`src/rtl/button_reset_pkg.sv`:
```
// Shared types and defaults for the push-button soft reset generator.
// Controller states and default timing constants live here.
package button_reset_pkg;

    typedef enum logic [2:0] {
        IDLE     = 3'd0,
        PRESS_DB = 3'd1,
        HOLD     = 3'd2,
        WAIT_REL = 3'd3,
        REL_DB   = 3'd4
    } state_t;

    localparam int DEF_DEBOUNCE_CYCLES = 250000;
    localparam int DEF_HOLD_CYCLES     = 500;
    localparam int DEF_CNT_W           = 18;

endpackage

```
`src/rtl/sync_2ff.sv`:
```
// Single-bit two-flop synchronizer for asynchronous inputs.
// Both flops clear to 0 on synchronous active-high reset.
module sync_2ff (
    input  logic clk,
    input  logic reset,
    input  logic d,
    output logic q
);

    logic meta;

    always_ff @(posedge clk) begin
        if (reset) begin
            meta <= 1'b0;
            q    <= 1'b0;
        end else begin
            meta <= d;
            q    <= meta;
        end
    end

endmodule

```
`src/rtl/button_reset_gen.sv`:
```
// Debounces a raw push-button and emits one fixed-length soft reset
// pulse per accepted press, plus the debounced button level.
module button_reset_gen
    import button_reset_pkg::*;
#(
    parameter int DEBOUNCE_CYCLES = DEF_DEBOUNCE_CYCLES,
    parameter int HOLD_CYCLES     = DEF_HOLD_CYCLES,
    parameter int CNT_W           = DEF_CNT_W
) (
    input  logic clk,
    input  logic reset,
    input  logic btn,
    output logic soft_reset,
    output logic press_pulse,
    output logic btn_level,
    output logic busy
);

    if (DEBOUNCE_CYCLES < 2) begin : g_bad_db
        $error("DEBOUNCE_CYCLES must be >= 2");
    end
    if (HOLD_CYCLES < 1) begin : g_bad_hold
        $error("HOLD_CYCLES must be >= 1");
    end
    if ((64'd1 << CNT_W) <= 64'(DEBOUNCE_CYCLES) ||
        (64'd1 << CNT_W) <= 64'(HOLD_CYCLES)) begin : g_bad_w
        $error("CNT_W too narrow for the terminal counts");
    end

    localparam logic [CNT_W-1:0] DB_LAST   = CNT_W'(DEBOUNCE_CYCLES - 1);
    localparam logic [CNT_W-1:0] HOLD_LAST = CNT_W'(HOLD_CYCLES - 1);
    localparam logic [CNT_W-1:0] ONE       = CNT_W'(1);

    logic             btn_s;
    state_t           state, state_n;
    logic [CNT_W-1:0] cnt, cnt_n;

    sync_2ff u_sync (
        .clk   (clk),
        .reset (reset),
        .d     (btn),
        .q     (btn_s)
    );

    always_comb begin
        state_n = state;
        cnt_n   = cnt;
        case (state)
            IDLE: begin
                cnt_n = '0;
                if (btn_s) begin
                    state_n = PRESS_DB;
                    cnt_n   = ONE;
                end
            end
            PRESS_DB: begin
                if (!btn_s) begin
                    state_n = IDLE;
                    cnt_n   = '0;
                end else if (cnt == DB_LAST) begin
                    state_n = HOLD;
                    cnt_n   = '0;
                end else begin
                    cnt_n = cnt + ONE;
                end
            end
            // Button is ignored while holding so the pulse length is fixed.
            HOLD: begin
                if (cnt == HOLD_LAST) begin
                    state_n = WAIT_REL;
                    cnt_n   = '0;
                end else begin
                    cnt_n = cnt + ONE;
                end
            end
            WAIT_REL: begin
                cnt_n = '0;
                if (!btn_s) begin
                    state_n = REL_DB;
                    cnt_n   = ONE;
                end
            end
            REL_DB: begin
                if (btn_s) begin
                    state_n = WAIT_REL;
                    cnt_n   = '0;
                end else if (cnt == DB_LAST) begin
                    state_n = IDLE;
                    cnt_n   = '0;
                end else begin
                    cnt_n = cnt + ONE;
                end
            end
            default: begin
                state_n = IDLE;
                cnt_n   = '0;
            end
        endcase
    end

    // Outputs decode next-state so they move on the same edge as state.
    always_ff @(posedge clk) begin
        if (reset) begin
            state       <= IDLE;
            cnt         <= '0;
            soft_reset  <= 1'b0;
            press_pulse <= 1'b0;
            btn_level   <= 1'b0;
            busy        <= 1'b0;
        end else begin
            state       <= state_n;
            cnt         <= cnt_n;
            soft_reset  <= (state_n == HOLD);
            press_pulse <= (state_n == HOLD) && (state != HOLD);
            btn_level   <= (state_n == HOLD) || (state_n == WAIT_REL) ||
                           (state_n == REL_DB);
            busy        <= (state_n != IDLE);
        end
    end

endmodule

```
`config.mk`:
```
export PLATFORM = sky130hd
export DESIGN_NAME = button_reset_gen
export DESIGN_NICKNAME = d
export VERILOG_FILES = /design/src/rtl/button_reset_pkg.sv /design/src/rtl/sync_2ff.sv /design/src/rtl/button_reset_gen.sv
export SDC_FILE = /design/constraint.sdc
export NUM_CORES = 1
export LEC_CHECK = 0
export ABC_CLOCK_PERIOD_IN_PS = 3410
export BUFFER_PORTS_ARGS = -buffer_cell sky130_fd_sc_hd__buf_4
export CAP_MARGIN = 20
export CORE_MARGIN = 2
export CORE_UTILIZATION = 44
export CTS_CLUSTER_DIAMETER = 30
export CTS_CLUSTER_SIZE = 25
export DETAILED_ROUTE_END_ITERATION = 16
export SKIP_CTS_REPAIR_TIMING = 1
export SLEW_MARGIN = 25
export SYNTH_ARGS = -nofsm -noshare
export SYNTH_HDL_FRONTEND = slang
export SYNTH_HIERARCHICAL = 1
export SYNTH_SLANG_ARGS = --single-unit
```
`constraint.sdc`:
```
create_clock -name clk -period 3.41 [get_ports clk]
set_input_delay 0.341 -clock clk [delete_from_list [all_inputs] [get_ports clk]]
set_output_delay 0.341 -clock clk [all_outputs]
set_load 0.01 [all_outputs]
```
After elaboration in Yosys (flattened, before gate mapping)
Index checks and enable logic that the tools add are counted.
{ "word_totals": {"register_bits": 27, "in_bits": 3, "output_inout_bits": 4, "wordCells": 39} }
{ "classes": {"addsub": 1, "n_eq_ne": 10, "muxes": 15, "reduce_logical": 5} }
{ "op_table": {"columns": ["operator", "n"], "rows": [
  ["18-bit one-hot mux with 5 select lines", 1],
  ["18-bit two-way mux", 4],
  ["3-bit two-way mux", 7],
  ["18-bit by 1-bit adder with 18-bit output, second input constant", 1],
  ["18-bit == test, second input constant", 1],
  ["18-bit by 9-bit == test with 1-bit output, second input constant", 1],
  ["3-bit one-hot mux with 5 select lines", 1],
  ["3-bit by 2-bit == test with 1-bit output, second input constant", 4],
  ["3-bit == test, second input constant", 2],
  ["3-bit by 1-bit == test with 1-bit output, second input constant", 1],
  ["3-bit logical NOT", 1],
  ["3-bit by 2-bit inequality test with 1-bit output, second input constant", 1],
  ["3-bit nonzero test", 1],
  ["1-bit logical OR", 2],
  ["1-bit two-way mux", 2],
  ["1-bit logical AND", 1]
]} }

Longest topological paths before layout
Gate-level depths: netlist of run 1.
{ "logic_depth": {"depth_word": 7, "depth_mapped": 8, "depth_no_buf": 6} }

Cells and area by module
The synthesis of run 1 kept the hierarchy.
{ "modules_own_cells": {"columns": ["mod", "n_inst", "cells_per_inst", "area_each_um2", "seq_area_each_um2"], "rows": [
  ["button_reset_gen", 1, 144, 1231.2, 500.5],
  ["sync_2ff", 1, 4, 52.6, 40.0]
]} }

Worst setup path after synthesis of run 1
OpenSTA, ideal clock, no wires.
{ "synth_path": {"path_type": "register to register", "startpoint": "reg cnt[0]", "endpoint": "reg cnt[11]", "setup_time_ns": 0.115, "arrival_ns": 1.537, "t_required_ns": 3.295, "path_slack_ns": 1.758, "stages_incl_launch_ff": 9, "n_path_buf": 2, "period_less_slack_ns": 1.652, "path_cell_list": "dfxtp_1 -> ha_1 -> and3_1 -> nand4_1 -> o21ai_0 -> a21o_1 -> buf_2 -> buf_6 -> nor2_1"} }
{ "synth_between": {"elab_chain_len": 4, "word_cells_on_any_way": 8, "cone_classes": "add/sub (1); eq/ne (2); mux (5)"} }
{ "synth_lines": {"columns": ["element", "line", "rtl"], "rows": [
  ["start, declared", "button_reset_gen.sv:36", "logic [CNT_W-1:0] cnt, cnt_n;"],
  ["start signal, assigned", "button_reset_gen.sv:112", "cnt <= cnt_n;"],
  ["18-bit by 1-bit adder with 18-bit output / 18-bit == test (equally long branches)", null, null],
  ["18-bit two-way mux", "button_reset_gen.sv:60, button_reset_gen.sv:87", null],
  ["18-bit two-way mux, on equally long branches", "button_reset_gen.sv:84, button_reset_gen.sv:57", null],
  ["18-bit one-hot mux with 5 select lines (*)", "button_reset_gen.sv:48", "case (state)"]
]} }
Mark *: on every way between the ends. The rest lies on a longest branch, timed or not.
A chain may end at the register's enable or synchronous reset.

Final worst setup path of run 1
{ "layout_path": {"startpoint": "reg cnt[0]", "endpoint": "reg cnt[10]"} }
The elaborated chain is that of the path after synthesis.

==> summary.md, run 1 <==
| Metric | Value |
|---|---|
| Status | completed |
| Most utilized layer in the global route result | met2 |
| Slew Limit Fails | 0 |
| Fmax | 510 MHz |
| Final nets | between 150 and 200 |
| TritonCTS clock tree | done |
| DRC errors left | 0 |
| Gr ovfl total | 0 |
| Logic pwr share | around 1.9% |
| Netlist cell types | 43 |
| Period minus WS final | 1960 ps |
| Sequential area share after synthesis | 42.1% |
| Fraction of layout cells with a size suffix above 1 | a little under a tenth |
| DR vias/cell | around 5.5 |
| Inserted Clock Buffers | 3 |
| TritonRoute pass-1 iters | 6 |
| Crit path DAT | approximately 2200 ps |
| Routing usage on met1 | between 20 and 25% |
| Most frequent cells in the layout | 27 x dfxtp_1, 24 x nor2_1, 12 x nand2_1 |
| P_sw | 0.000102 W |
| CTS Root Cell | clkbuf_4 |
| Yosys reg bits | 27 |
| Main synth FF type | dfxtp_1 |
| Final TNS setup | 0 ps |
| I/O pin total | 7 |
| Via Count | about 1k |
| Max VDD drop | around 0.00023 V |
| Clk_skew | 1.10 ps |
| Net switching fraction of the power | 21.7% |
| RSZ-0062 raised after global routing | no |
| Pin count of the biggest net entering global routing | 18 |
| Placed Cells | between 150 and 200 |
| Number of synthesized flops with an enable pin | 0 |
| Worst-Skew Late Latency | ~320 ps |
| Die H | 58.0 um |
| Gate Count Post-Synth | approximately 150 |
| Yosys warnings | 6 |
| Setup Viol. Count Final | 0 |
| Final cell count without fillers | roughly 180 |
| All-Layer GR Usage | 15.5% |
| Final antenna-violating net count | 0 |
| Grt met2 use | about a quarter |
| GR Layer Usage met3 | approximately 2.7% |
| Port buffer count | 6 |
| Post-DP HPWL | roughly 1700 um |
| Kind of end point of the critical path | register |
| Rows | 19 |
| Worst-path fanout max | 17 |
| First-pass GRT wire length | between 4000 and 5000 um |
| Worst slew margin | roughly three fifths |
| PD cells | between 300 and 400 nW/um2 |
| Async SR Flop Fraction | 0% |
| Die ar. | approximately 3400 um2 |
| Synthesized area per cell | 8.67 um2 |
| Vias in the first global route | 949 |
| Htree depth | 1 |
| Initial Util | 46.6% |
| Pleak | between 0.4 and 0.5 nW |
| Commonest non-fill, non-tap cell in the layout | dfxtp_1 |
| CTS clk-pin slew, worst paths | 140 ps |
| Total wire length | about 2300 um |
| CP Data Required Time | 3620 ps |
| Hold Path Class | in2reg |
| Antenna diode count | 0 |
| Clk buf depth | 2 |
| Iteration-0 DRC Markers | 29 |
| Endpoints failing hold | 0 |
| Post-Syn Area | roughly 1300 um2 |
| Setup CP Type | reg2reg |
| Clock power share | between 20% and 30% |
| Post-Syn Nets | about 150 |
| Slew @ Worst Pin | 583 ps |
| Max_cap viols | 0 |
| Initial antenna violation count | 0 |
| P_int | ~0.00037 W |
| Placer Congestion | 0.784 |
| Core box area | ~2800 um2 |
| WL per Instance | about 13 um |
| Die Width | approximately 58 um |
| P&R area growth vs syn | 5.56% |
| Num Clock Sinks | 27 |
| Final period utilization | between 50% and 60% |
| Sequential Power Share | approximately two thirds |
| Critical path launch point type | register |
| Final Util | roughly 49% |
## state kept, by name (all words and copies together) (netlist names)
signal and flops:
btn_level 1, state 3, busy 1, cnt 18, press_pulse 1, soft_reset 1, u_sync/q 1, u_sync/meta 1
## routing by layer
metal	share of wire, %	routed length (um)
met1	53	1230
met4	1.9	43
met5	0	0
met3	2.0	46
met2	43	1000
## cells in the mapped netlist (2+ instances only)
| master | instances | area [um2] |
|---|---|---|
| xnor2_1 | 8 | 70.1 |
| nand3_1 | 5 | 25.0 |
| nand2_1 | 12 | 45.0 |
| buf_2 | 2 | 10.0 |
| nor3_1 | 2 | 10.0 |
| dfxtp_1 | 27 | 541 |
| clkbuf_1 | 2 | 7.51 |
| a211o_1 | 2 | 17.5 |
| inv_1 | 4 | 15.0 |
| nor2_1 | 24 | 90.1 |
| nor4_1 | 4 | 25.0 |
| nor4b_1 | 2 | 17.5 |
| nand2b_1 | 2 | 12.5 |
| and3_1 | 4 | 25.0 |
| nand3b_1 | 2 | 15.0 |
| nor2b_1 | 2 | 12.5 |
| o31ai_1 | 2 | 15.0 |
| xor2_1 | 9 | 78.8 |
| o21ai_0 | 4 | 20.0 |
| nand4_1 | 4 | 25.0 |
| a21oi_1 | 3 | 15.0 |
## worst paths after layout
kind	start	end	slack, ps	depth (start not counted)
min	btn	u_sync/meta	220	2
max	cnt[0]	cnt[10]	1450	6
max reg2reg	cnt[0]	cnt[10]	1450	6
min reg2reg	u_sync/meta	u_sync/q	460	1
## critical path, stage by stage (launching register included)
cell	delay (ps)
dfxtp_1	400
ha_1	220
and3_1	230
nand4_1	150
o21ai_0	240
a21o_1	500
nor2_1	110
## logic make-up after synthesis
kind of cell	count (synthesis)	synth area share (%)
AO/OA/AOI/OAI	18	9.65
XOR/XNOR	17	11.6
adder cells (fa/ha/maj)	2	1.75
buffers and inverters	11	4.29
flip-flops	27	42.1
multiplexers	1	0.780
AND/OR/NAND/NOR	72	29.8
## area by class of cell
class,count,area (um2)
clock buffers,3,22.5
clock inverters,1,5.00
fillers,280,1400
inverters,4,15.0
multi-input cells,110,688
flip-flops and latches,27,541
well taps,31,38.8
repair buffers,6,45.0
## stage by stage
step	hold slack [ps]	area, um2	total power, W	setup slack, ps
after floorplan	413	1280	0.000333	1760
after global routing	214	1360	0.000490	1210
after global placement	425	1330	0.000336	1540
final	216	1360	0.000468	1450
after CTS	216	1360	0.000476	1430
after detailed placement	428	1330	0.000336	1450
## power groups by stage
stage | registers, W | logic, W | clock network [W]
6_report | 0.000321 | 0.00000876 | 0.000138
5_1_grt | 0.000321 | 0.00000990 | 0.000159
2_1_floorplan | 0.000326 | 0.00000728 | 0
3_5_place_dp | 0.000328 | 0.00000883 | 0
4_1_cts | 0.000321 | 0.00000885 | 0.000147
3_3_place_gp | 0.000328 | 0.00000879 | 0
Power figures use the tool's default switching activity.
==> inputs of run 2 (changes only) <==
ABC_CLOCK_PERIOD_IN_PS = 1900   (was 3410)
clock period = 1.9 ns   (was 3.41 ns; I/O delays follow)
==> run 2 against run 1 <==
Compared with the run above:
- non-clock buffer count increased by 7
- first-iteration DRC count increased by 28%
- global-route usage increased by 0.47 points
- clock power increased by 80%
- clock skew increased by 3.7 ps
- critical path type unchanged
- routed wire length increased by 5.0%
- critical path depth decreased by 1
- fmax increased by 11%
- sequential share of layout area decreased by 2.0 points
- die area unchanged
- sequential power increased by 79%
- via count increased by 1.8%
- highest routed layer unchanged
==> summary.md, run 2 (synthesis results as in run 1) <==
| Metric | Value |
|---|---|
| Status | completed (unchanged) |
| Worst path slowest cell | or4_1 (was a21o_1) |
| Slew Limit Fails | 0 (unchanged) |
| Delay-heaviest family, CP | simple AND/OR/NAND/NOR gates (was compound AO/OA/AOI/OAI gates) |
| Inserted Clock Buffers | 3 (unchanged) |
| Crit path DAT | 2040 ps (was 2170 ps) |
| CTS Root Cell | clkbuf_4 (unchanged) |
| Largest Register | cnt (unchanged) |
| Clk buf depth | 2 (unchanged) |
| Iteration-0 DRC Markers | 37 (was 29) |
| WP depth | 5 (was 6) |
| Hold Path Class | in2reg (unchanged) |
| Via Count | 1027 (was 1009) |
| Post-DP HPWL | 1830 um (was 1670 um) |
| Cell Chain, Critical Path | nand2b_2 -> or2_1 -> or4_1 -> a31oi_1 -> o21bai_1 (was ha_1 -> and3_1 -> nand4_1 -> o21ai_0 -> a21o_1 -> nor2_1) |
| Endpoints failing hold | 0 (unchanged) |
| Total wire length | 2440 um (was 2320 um) |
| Post-route setup slack | 125 ps (was 1450 ps) |
| Core box area | 2760 um2 (unchanged) |
| Setup CP Type | reg2reg (unchanged) |
| DRC errors left | 0 (unchanged) |
| I/O pin total | 7 (unchanged) |
| Fmax | 563 MHz (was 510 MHz) |
| TritonRoute pass-1 iters | 4 (was 6) |
| RSZ-0062 raised after global routing | no (unchanged) |
| Final period utilization | 93.4% (was 57.5%) |
| Buf+Inv Stages, Crit Path | 0 (unchanged) |
| Setup Viol. Count Final | 0 (unchanged) |
| Htree depth | 1 (unchanged) |
| Initial antenna violation count | 0 (unchanged) |
| Placed Cells | 185 (was 178) |
| Reg2Reg Depth | 5 (was 6) |
| Antenna diode count | 0 (unchanged) |
| Fillcell total | 274 (was 280) |
| Pleak | 0.480 nW (was 0.433 nW) |
| Period minus WS final | 1770 ps (was 1960 ps) |
| CP Data Required Time | 2160 ps (was 3620 ps) |
| Critical path launch point type | register (unchanged) |
| Most frequent cells in the layout | 27 x dfxtp_1, 24 x nor2_1, 12 x nand2_1, 12 x buf_4, 9 x xor2_1 (was 27 x dfxtp_1, 24 x nor2_1, 12 x nand2_1) |
| Hold path start | btn (unchanged) |
| Final nets | 163 (was 156) |
| Port buffer count | 6 (unchanged) |
| Reg-to-reg slack, setup | 130 ps (was 1450 ps) |
| Max FFs per register | 18 (unchanged) |
| Die ar. | 3370 um2 (unchanged) |
| Die Width | 58.0 um (unchanged) |
| Final TNS setup | 0 ps (unchanged) |
| Commonest non-fill, non-tap cell in the layout | dfxtp_1 (unchanged) |
| CP max stage delay | 500 ps (about the same) |
| CP Launch Point | state[2] (was cnt[0]) |
| Critical Path End | busy (was cnt[10]) |
| DR vias/cell | 5.43 (was 5.54) |
| All-Layer GR Usage | 16.0% (was 15.5%) |
| PD cells | 590 nW/um2 (was 345 nW/um2) |
| Max_cap viols | 0 (unchanged) |
| Pin count of the biggest net entering global routing | 18 (unchanged) |
| Largest registers | cnt (18), state (3) (unchanged) |
| P&R area growth vs syn | 11.1% (was 5.56%) |
| Max VDD drop | 0.000454 V (was 0.000228 V) |
| Kind of end point of the critical path | register (unchanged) |
| Worst slew margin | 70.9% (was 60.8%) |
| Num Clock Sinks | 27 (unchanged) |
| Final cell count without fillers | 189 (was 182) |
| Dpl ws | 158 ps (was 1450 ps) |
| Vias in the first global route | 969 (was 949) |
| Clk_skew | 4.82 ps (was 1.10 ps) |
| Placer Congestion | 0.835 (was 0.784) |
| Final antenna-violating net count | 0 (unchanged) |
| Gr ovfl total | 0 (unchanged) |
| Slew @ Worst Pin | 435 ps (was 583 ps) |
| First-pass GRT wire length | 4200 um (was 4080 um) |
| R2R Path End | busy (was cnt[10]) |
| Worst-path fanout max | 6 (was 17) |
| Initial Util | 46.6% (unchanged) |
| Rows | 19 (unchanged) |
| WL per Instance | 12.9 um (was 12.7 um) |
| CTS clk-pin slew, worst paths | 140 ps (about the same) |
| TritonCTS clock tree | done (unchanged) |
| Reg2Reg Launch Point | state[2] (was cnt[0]) |
| Worst-Skew Late Latency | 320 ps (about the same) |
| Die H | 58.0 um (unchanged) |
| Fraction of layout cells with a size suffix above 1 | 13.3% (was 9.27%) |
run 2: worst min-delay path by stage:
stage | end | slack, ps | cells after the start
3_3_place_gp | u_sync/meta | 410 | 2
4_1_cts | u_sync/meta | 70 | 2
3_5_place_dp | u_sync/meta | 420 | 2
5_1_grt | u_sync/meta | 60 | 2
2_1_floorplan | u_sync/meta | 260 | 1
6_report | u_sync/meta | 70 | 2
run 2: routing by layer:
| layer | routed length, um | up-vias | GRT usage (%) | part of all wire, % |
|---|---|---|---|---|
| li1 | - | 533 | - | - |
| met1 | 1260 | 473 | 23.3 | 52 |
| met3 | 71 | 4 | 2.68 | 2.9 |
| met4 | 28 | 0 | 5.98 | 1.1 |
| met5 | 0 | - | 0 | 0 |
| met2 | 1080 | 17 | 23.7 | 44 |
run 2: power by group:
group	switching, W	internal [W]	total, W
Sequential	0.00000492	0.000570	0.000575
Combinational	0.00000909	0.00000877	0.0000179
Clock	0.000166	0.0000821	0.000249
Total	0.000180	0.000661	0.000842
run 2: layout make-up:
type                       instances  area (um2)  area share, %
tap                               31        38.8           2.72
sequential                        27         541           37.9
multi-input combinational        110         696           48.8
clock buffer                       4        26.3           1.84
timing repair buffer              13         110           7.72
inverter                           4        15.0           1.05
run 2: metrics by stage:
step	hold WS, ps	area, um2	util, %	total power, W
after global placement	409	1390	50.5	0.000605
after floorplan	262	1280	-	0.000598
final	73.1	1430	51.7	0.000842
after detailed placement	416	1390	50.5	0.000605
after global routing	56.0	1430	51.7	0.000880
after CTS	67.1	1420	51.5	0.000855
